File: config.mk
export PLATFORM = sky130hd
export DESIGN_NAME = mem_stage_ctrl
export DESIGN_NICKNAME = d
export VERILOG_FILES = /design/src/rtl/mem_stage_ctrl_pkg.sv /design/src/rtl/mem_stage_ctrl.sv
export SDC_FILE = /design/constraint.sdc
export NUM_CORES = 1
export LEC_CHECK = 0
export BUFFER_PORTS_ARGS = -buffer_cell sky130_fd_sc_hd__buf_2
export CAP_MARGIN = 20
export CORE_MARGIN = 2
export CORE_UTILIZATION = 40
export DETAILED_ROUTE_END_ITERATION = 7
export GPL_ROUTABILITY_DRIVEN = 0
export HOLD_SLACK_MARGIN = 0.05
export PLACE_DENSITY_LB_ADDON = 0.05
export SLEW_MARGIN = 0
export SYNTH_ARGS = -nofsm -noshare
export SYNTH_HDL_FRONTEND = slang
export SYNTH_SLANG_ARGS = --single-unit
File: constraint.sdc
create_clock -name clk -period 2.75 [get_ports clk]
set_clock_uncertainty 0.15 [all_clocks]
set_input_delay 0.1375 -clock clk [delete_from_list [all_inputs] [get_ports clk]]
set_output_delay 0.1375 -clock clk [all_outputs]
set_load 0.03 [all_outputs]
File: src/rtl/mem_stage_ctrl_pkg.sv
// Shared constants for the memory-stage controller: pipeline word/register
// widths, timeout defaults and the FSM state encoding.
package mem_stage_ctrl_pkg;

  // Pipeline-wide widths shared with the other stages.
  localparam int unsigned MAX_LENGTH = 32;
  localparam int unsigned REG_LENGTH = 4;

  // Default number of BUSY cycles to wait for an ack before giving up.
  localparam int unsigned TimeoutDefault = 255;
  // Width of the timeout counter; TimeoutDefault must fit.
  localparam int unsigned CntWidth = 8;

  typedef enum logic [1:0] {
    StIdle = 2'd0,
    StBusy = 2'd1,
    StDone = 2'd2
  } mem_state_e;

endpackage

File: src/rtl/mem_stage_ctrl.sv
// Memory-stage controller. Sits between EX/MEM and MEM/WB, runs loads and
// stores against an external data memory over a req/ack handshake and freezes
// the front of the pipeline while a request is outstanding.
//
// Ports:
//   clk, reset                      clock, asynchronous active-high reset
//   wb_en_in, mem_r_en_in,
//   mem_w_en_in, alu_result_in,
//   st_val_in, dest_in              EX/MEM controls and data
//   wb_en_out, mem_r_en_out,
//   alu_result_out, dest_out,
//   mem_read_val                    to MEM/WB (wb_en_out bubbled while frozen)
//   freeze                          stall PC, IF/ID, ID/EX, EX/MEM
//   mem_req, mem_we, mem_addr,
//   mem_wdata                       registered memory request
//   mem_rdata, mem_ack              memory response
//   mem_err                         sticky ack-timeout flag
module mem_stage_ctrl
  import mem_stage_ctrl_pkg::*;
#(
  parameter int unsigned ADDR_WIDTH = 6,
  parameter int unsigned BASE_ADDR  = 1024,
  parameter int unsigned TIMEOUT    = TimeoutDefault
) (
  input  logic                  clk,
  input  logic                  reset,
  input  logic                  wb_en_in,
  input  logic                  mem_r_en_in,
  input  logic                  mem_w_en_in,
  input  logic [MAX_LENGTH-1:0] alu_result_in,
  input  logic [MAX_LENGTH-1:0] st_val_in,
  input  logic [REG_LENGTH-1:0] dest_in,
  output logic                  wb_en_out,
  output logic                  mem_r_en_out,
  output logic [MAX_LENGTH-1:0] alu_result_out,
  output logic [REG_LENGTH-1:0] dest_out,
  output logic [MAX_LENGTH-1:0] mem_read_val,
  output logic                  freeze,
  output logic                  mem_req,
  output logic                  mem_we,
  output logic [ADDR_WIDTH-1:0] mem_addr,
  output logic [MAX_LENGTH-1:0] mem_wdata,
  input  logic [MAX_LENGTH-1:0] mem_rdata,
  input  logic                  mem_ack,
  output logic                  mem_err
);

  mem_state_e state_q, state_d;

  logic                  req_q;
  logic                  we_q;
  logic [ADDR_WIDTH-1:0] addr_q;
  logic [MAX_LENGTH-1:0] wdata_q;
  logic [MAX_LENGTH-1:0] read_val_q;
  logic [CntWidth-1:0]   cnt_q;
  logic                  err_q;

  logic                  access;
  logic                  ack_hit;
  logic                  timed_out;
  logic [MAX_LENGTH-1:0] byte_off;
  logic [ADDR_WIDTH-1:0] word_addr;

  assign access = mem_r_en_in | mem_w_en_in;

  // Byte offset from the memory base; low two bits dropped, out-of-range
  // addresses wrap by truncation.
  assign byte_off  = alu_result_in - MAX_LENGTH'(BASE_ADDR);
  assign word_addr = ADDR_WIDTH'(byte_off >> 2);

  // Counter is 0 in the first BUSY cycle, so TIMEOUT-1 marks the last one.
  // An ack in that same cycle still wins over the timeout.
  assign ack_hit   = (state_q == StBusy) & mem_ack;
  assign timed_out = (state_q == StBusy) & ~mem_ack & (cnt_q == CntWidth'(TIMEOUT - 1));

  // State register
  always_ff @(posedge clk or posedge reset) begin
    if (reset) begin
      state_q <= StIdle;
    end else begin
      state_q <= state_d;
    end
  end

  // Next-state logic
  always_comb begin
    state_d = state_q;
    case (state_q)
      StIdle: if (access) state_d = StBusy;
      StBusy: if (ack_hit || timed_out) state_d = StDone;
      StDone: state_d = StIdle;
      default: state_d = StIdle;
    endcase
  end

  // Output logic
  always_comb begin
    freeze    = ((state_q == StIdle) & access) | (state_q == StBusy);
    // Bubble keeps MEM/WB from writing back stale load data while frozen.
    wb_en_out = wb_en_in & ~freeze;
  end

  // Request, response and timeout registers
  always_ff @(posedge clk or posedge reset) begin
    if (reset) begin
      req_q      <= 1'b0;
      we_q       <= 1'b0;
      addr_q     <= '0;
      wdata_q    <= '0;
      read_val_q <= '0;
      cnt_q      <= '0;
      err_q      <= 1'b0;
    end else begin
      case (state_q)
        StIdle: begin
          if (access) begin
            req_q   <= 1'b1;
            we_q    <= mem_w_en_in;
            addr_q  <= word_addr;
            wdata_q <= st_val_in;
            cnt_q   <= '0;
          end
        end
        StBusy: begin
          cnt_q <= cnt_q + CntWidth'(1);
          if (ack_hit) begin
            req_q <= 1'b0;
            if (!we_q) read_val_q <= mem_rdata;
          end else if (timed_out) begin
            req_q      <= 1'b0;
            err_q      <= 1'b1;
            read_val_q <= '0;
          end
        end
        default: ;
      endcase
    end
  end

  assign mem_req        = req_q;
  assign mem_we         = we_q;
  assign mem_addr       = addr_q;
  assign mem_wdata      = wdata_q;
  assign mem_read_val   = read_val_q;
  assign mem_err        = err_q;
  assign mem_r_en_out   = mem_r_en_in;
  assign alu_result_out = alu_result_in;
  assign dest_out       = dest_in;

endmodule
==> results_dict.tcl <==
set metrics [dict create \
    ys.flop_type "dfrtp_1" \
    worstPathRequired_ns 2.83 \
    area_growth_syn_to_layout_pct 41.63 \
    finalSetupViolCount 0 \
    critPathSlowestCell "dfrtp_1" \
    synth_sequential_area_ratio_pct 56.04 \
    report.final.slew_viol_count 0 \
    first_pass_grt_wire_length_um 14320 \
    placement_rows 35 \
    cts_setup_buffers 0 \
    critical_path.max_fanout 40 \
    path_cells "or2_2 -> nor2_4 -> buf_12 -> mux2_2" \
    timing.final.crit_share_pct 69.37 \
    gr-usage-met3_pct 3.134 \
    layout-drive-gt1-share_pct 43.83 \
    clock_network_fraction_of_total_power_pct 13.6 \
    grt_max_degree 84 \
    final.min_clock_period_ns 1.908 \
    placeableCoreArea_um2 9109 \
    detail_route.wl_per_cell_um 14.26 \
    drc_violation_count_after_routing 0 \
    starting_density_of_the_core_pct 40.69 \
    ant_nets 0 \
    insertion_delay_ns 0.35 \
    clock_sinks 83 \
    grtUsageTotal_pct 18.04 \
    ir_drop_v 0.0005968 \
    ys_ff_latch 83 \
    power.switching_fraction_pct 45.31 \
    worstSetupStartpointType "flip-flop" \
    status "complete, no violations" \
    postSynthNetCount 436 \
    p_comb_share_pct 49.8 \
    power.density_cell_area_nw_per_um2 1088 \
    wirelength_um 9098 \
    placed_cells_incl_taps 548 \
    number_of_optimization_iterations_in_the_first_detailed_route_pass 4 \
    portBuffers 157 \
    maxCapViolCount 0 \
    clk_pin_slew_worst_setup_hold_paths_ns 0.09 \
    fin_util_pct 57.62 \
    num_vias 2998 \
    chipWidth_um 100.3 \
    seq_power_share_pct 36.5 \
    net_switching_power_w 0.002587 \
    use_met1_pct 21.84 \
    end_kind "flip-flop" \
    boundaryPins 218 \
    syn_area_um2 3706 \
    stdcell_count 638 \
    slew_at_the_pin_closest_to_its_max_slew_limit_ns 0.4604 \
    post_synth.cell_area_avg_um2 11.30 \
    rsz_0062_raised_after_global_routing "no" \
    die-height_um 100.3 \
    max_clock_buf_depth 2 \
    detailedRoute.firstIterationViolations 80 \
    detailedPlacementHpwl_um 5901 \
    static-leakage-power_nw 2.556 \
    power.internal_w 0.003123 \
    met2_usage_pct 31.08 \
    gr-total-overflow 0 \
    syn_inst 328 \
    cts.root.buffer_cell "clkbuf_8" \
    min_path_type "input port to flip-flop" \
    layout.nets 630 \
    die_area_um2 10050 \
    numCtsBuffers 9 \
    antennaDiodeCount 0 \
    grt_antenna_before_repair 0 \
    max_freq_mhz 524.2 \
    slew_headroom_pct 69.31 \
    first_global_vias 3037 \
    synth.lib_cells_used.distinct 39 \
    synth_enable_flop_cells 0 \
    cpPeakStageDelay_ns 0.51 \
    synthArstFlopShare_pct 100.0 \
    avg_vias_per_cell 4.699 \
    crit_path_dat_ns 1.99 \
    grt-busiest-layer "met2" \
    htree_levels 3 \
    timing_hold_violations_final 0 \
    crit_type "flip-flop to flip-flop" \
    setup_tns_ns 0 \
    cts_tree "built" \
    synthesis.yosys.warnings 0 \
]
cell families after synthesis:
group | Yosys count | share of synthesized area, %
AO/OA/AOI/OAI | 46 | 7.731
XOR/XNOR | 1 | 0.2364
adder cells (fa/ha/maj) | 2 | 0.6751
buffers and inverters | 58 | 10.90
flip-flops | 83 | 56.04
multiplexers | 41 | 12.36
AND/OR/NAND/NOR | 97 | 12.05
stage by stage:
step,cell area (µm²),setup slack [ns],power (W),hold WS (ns)
3_5_place_dp,4337,0.8692,0.004881,0.1221
6_report,5249,0.8424,0.005710,0.06811
4_1_cts,5249,0.8283,0.005769,0.05515
2_1_floorplan,3706,0.3257,0.004135,0.1043
5_1_grt,5249,0.7117,0.006069,0.1250
3_3_place_gp,4337,0.9043,0.004843,0.1225
what timing repair did:
item / CTS / global route
hold buffers: 74 / 0
endpoints found under the hold margin: 158 / 0
gates resized for setup: 0 / 0
Yosys cell counts (all sizes together), types with 2 or more instances:
library cell   n  area [µm²]
dfrtp         83        2077
nand2         71       266.5
buf           48       364.1
o21ai         39       232.7
mux2          38       427.9
clkbuf         7       28.78
nor2           5       21.27
inv            3       11.26
mux2i          3       30.03
nand3          3       15.01
nor3           3       15.01
ha             2       25.02
nand4          2       12.51
nor2b          2       12.51
or2            2       12.51
worst max-delay path: cells and delay by family (launching register included):
kind | cells | cell delay (ns)
buf+inv | 1 | 0.24
flops | 1 | 0.51
mux | 1 | 0.37
simple gates | 2 | 0.50
cell usage in the layout, fill, tap and decap left out, types with 2 or more instances in the layout:
cell type,instances
o21ai_0,28
clkinvlp_4,3
or2_2,2
nand4_1,2
clkbuf_1,2
clkbuf_8,9
buf_2,157
nand2_1,71
mux2i_1,3
inv_1,2
o21ai_2,10
dfrtp_1,83
dlygate4sd3_1,74
buf_12,2
mux2_1,2
nor2_1,4
nor2b_1,2
ha_1,2
mux2_2,36
nand3_1,3
clkinv_4,2
buf_4,5
nor3_1,3
worst paths after layout:
kind / start / end / slack [ns] / cells after the start
min: mem_r_en_in / cnt_q[1] / 0.07 / 4
min in group asynchronous: reset / mem_read_val[10] / 0.27 / 4
max in group asynchronous: reset / mem_read_val[28] / 1.80 / 4
max: state_q[1] / mem_wdata[24] / 0.84 / 4
min reg2reg: mem_err / mem_err / 0.33 / 1
max reg2reg: state_q[1] / mem_wdata[24] / 0.84 / 4
state kept, by name (all words and copies together) (netlist names):
name,cells
mem_read_val,32
mem_wdata,32
cnt_q,8
mem_addr,6
state_q,2
mem_err,1
mem_req,1
mem_we,1
area by class of cell:
| class | count | area, µm² |
|---|---|---|
| well taps | 111 | 138.9 |
| flip-flops and latches | 83 | 2077 |
| multi-input cells | 187 | 1245 |
| repair buffers | 238 | 1604 |
| inverters | 3 | 12.51 |
| clock buffers | 11 | 131.4 |
| fillers | 794 | 3860 |
| clock inverters | 5 | 40.04 |
metal layers:
layer / up-vias / routed length (µm)
li1: 1450 / -
met1: 1403 / 3750
met2: 111 / 4517
met3: 34 / 539
met4: 0 / 291
met5: - / 0
power groups by stage:
stage | Clock, W | Sequential (W) | Combinational (W)
finish | 0.000779 | 0.00209 | 0.00284
global route | 0.000855 | 0.00216 | 0.00306
CTS | 0.000812 | 0.00208 | 0.00287
detailed placement | 0 | 0.00210 | 0.00278
global placement | 0 | 0.00209 | 0.00275
floorplan | 0 | 0.00309 | 0.00104
Power figures use the tool's default switching activity.
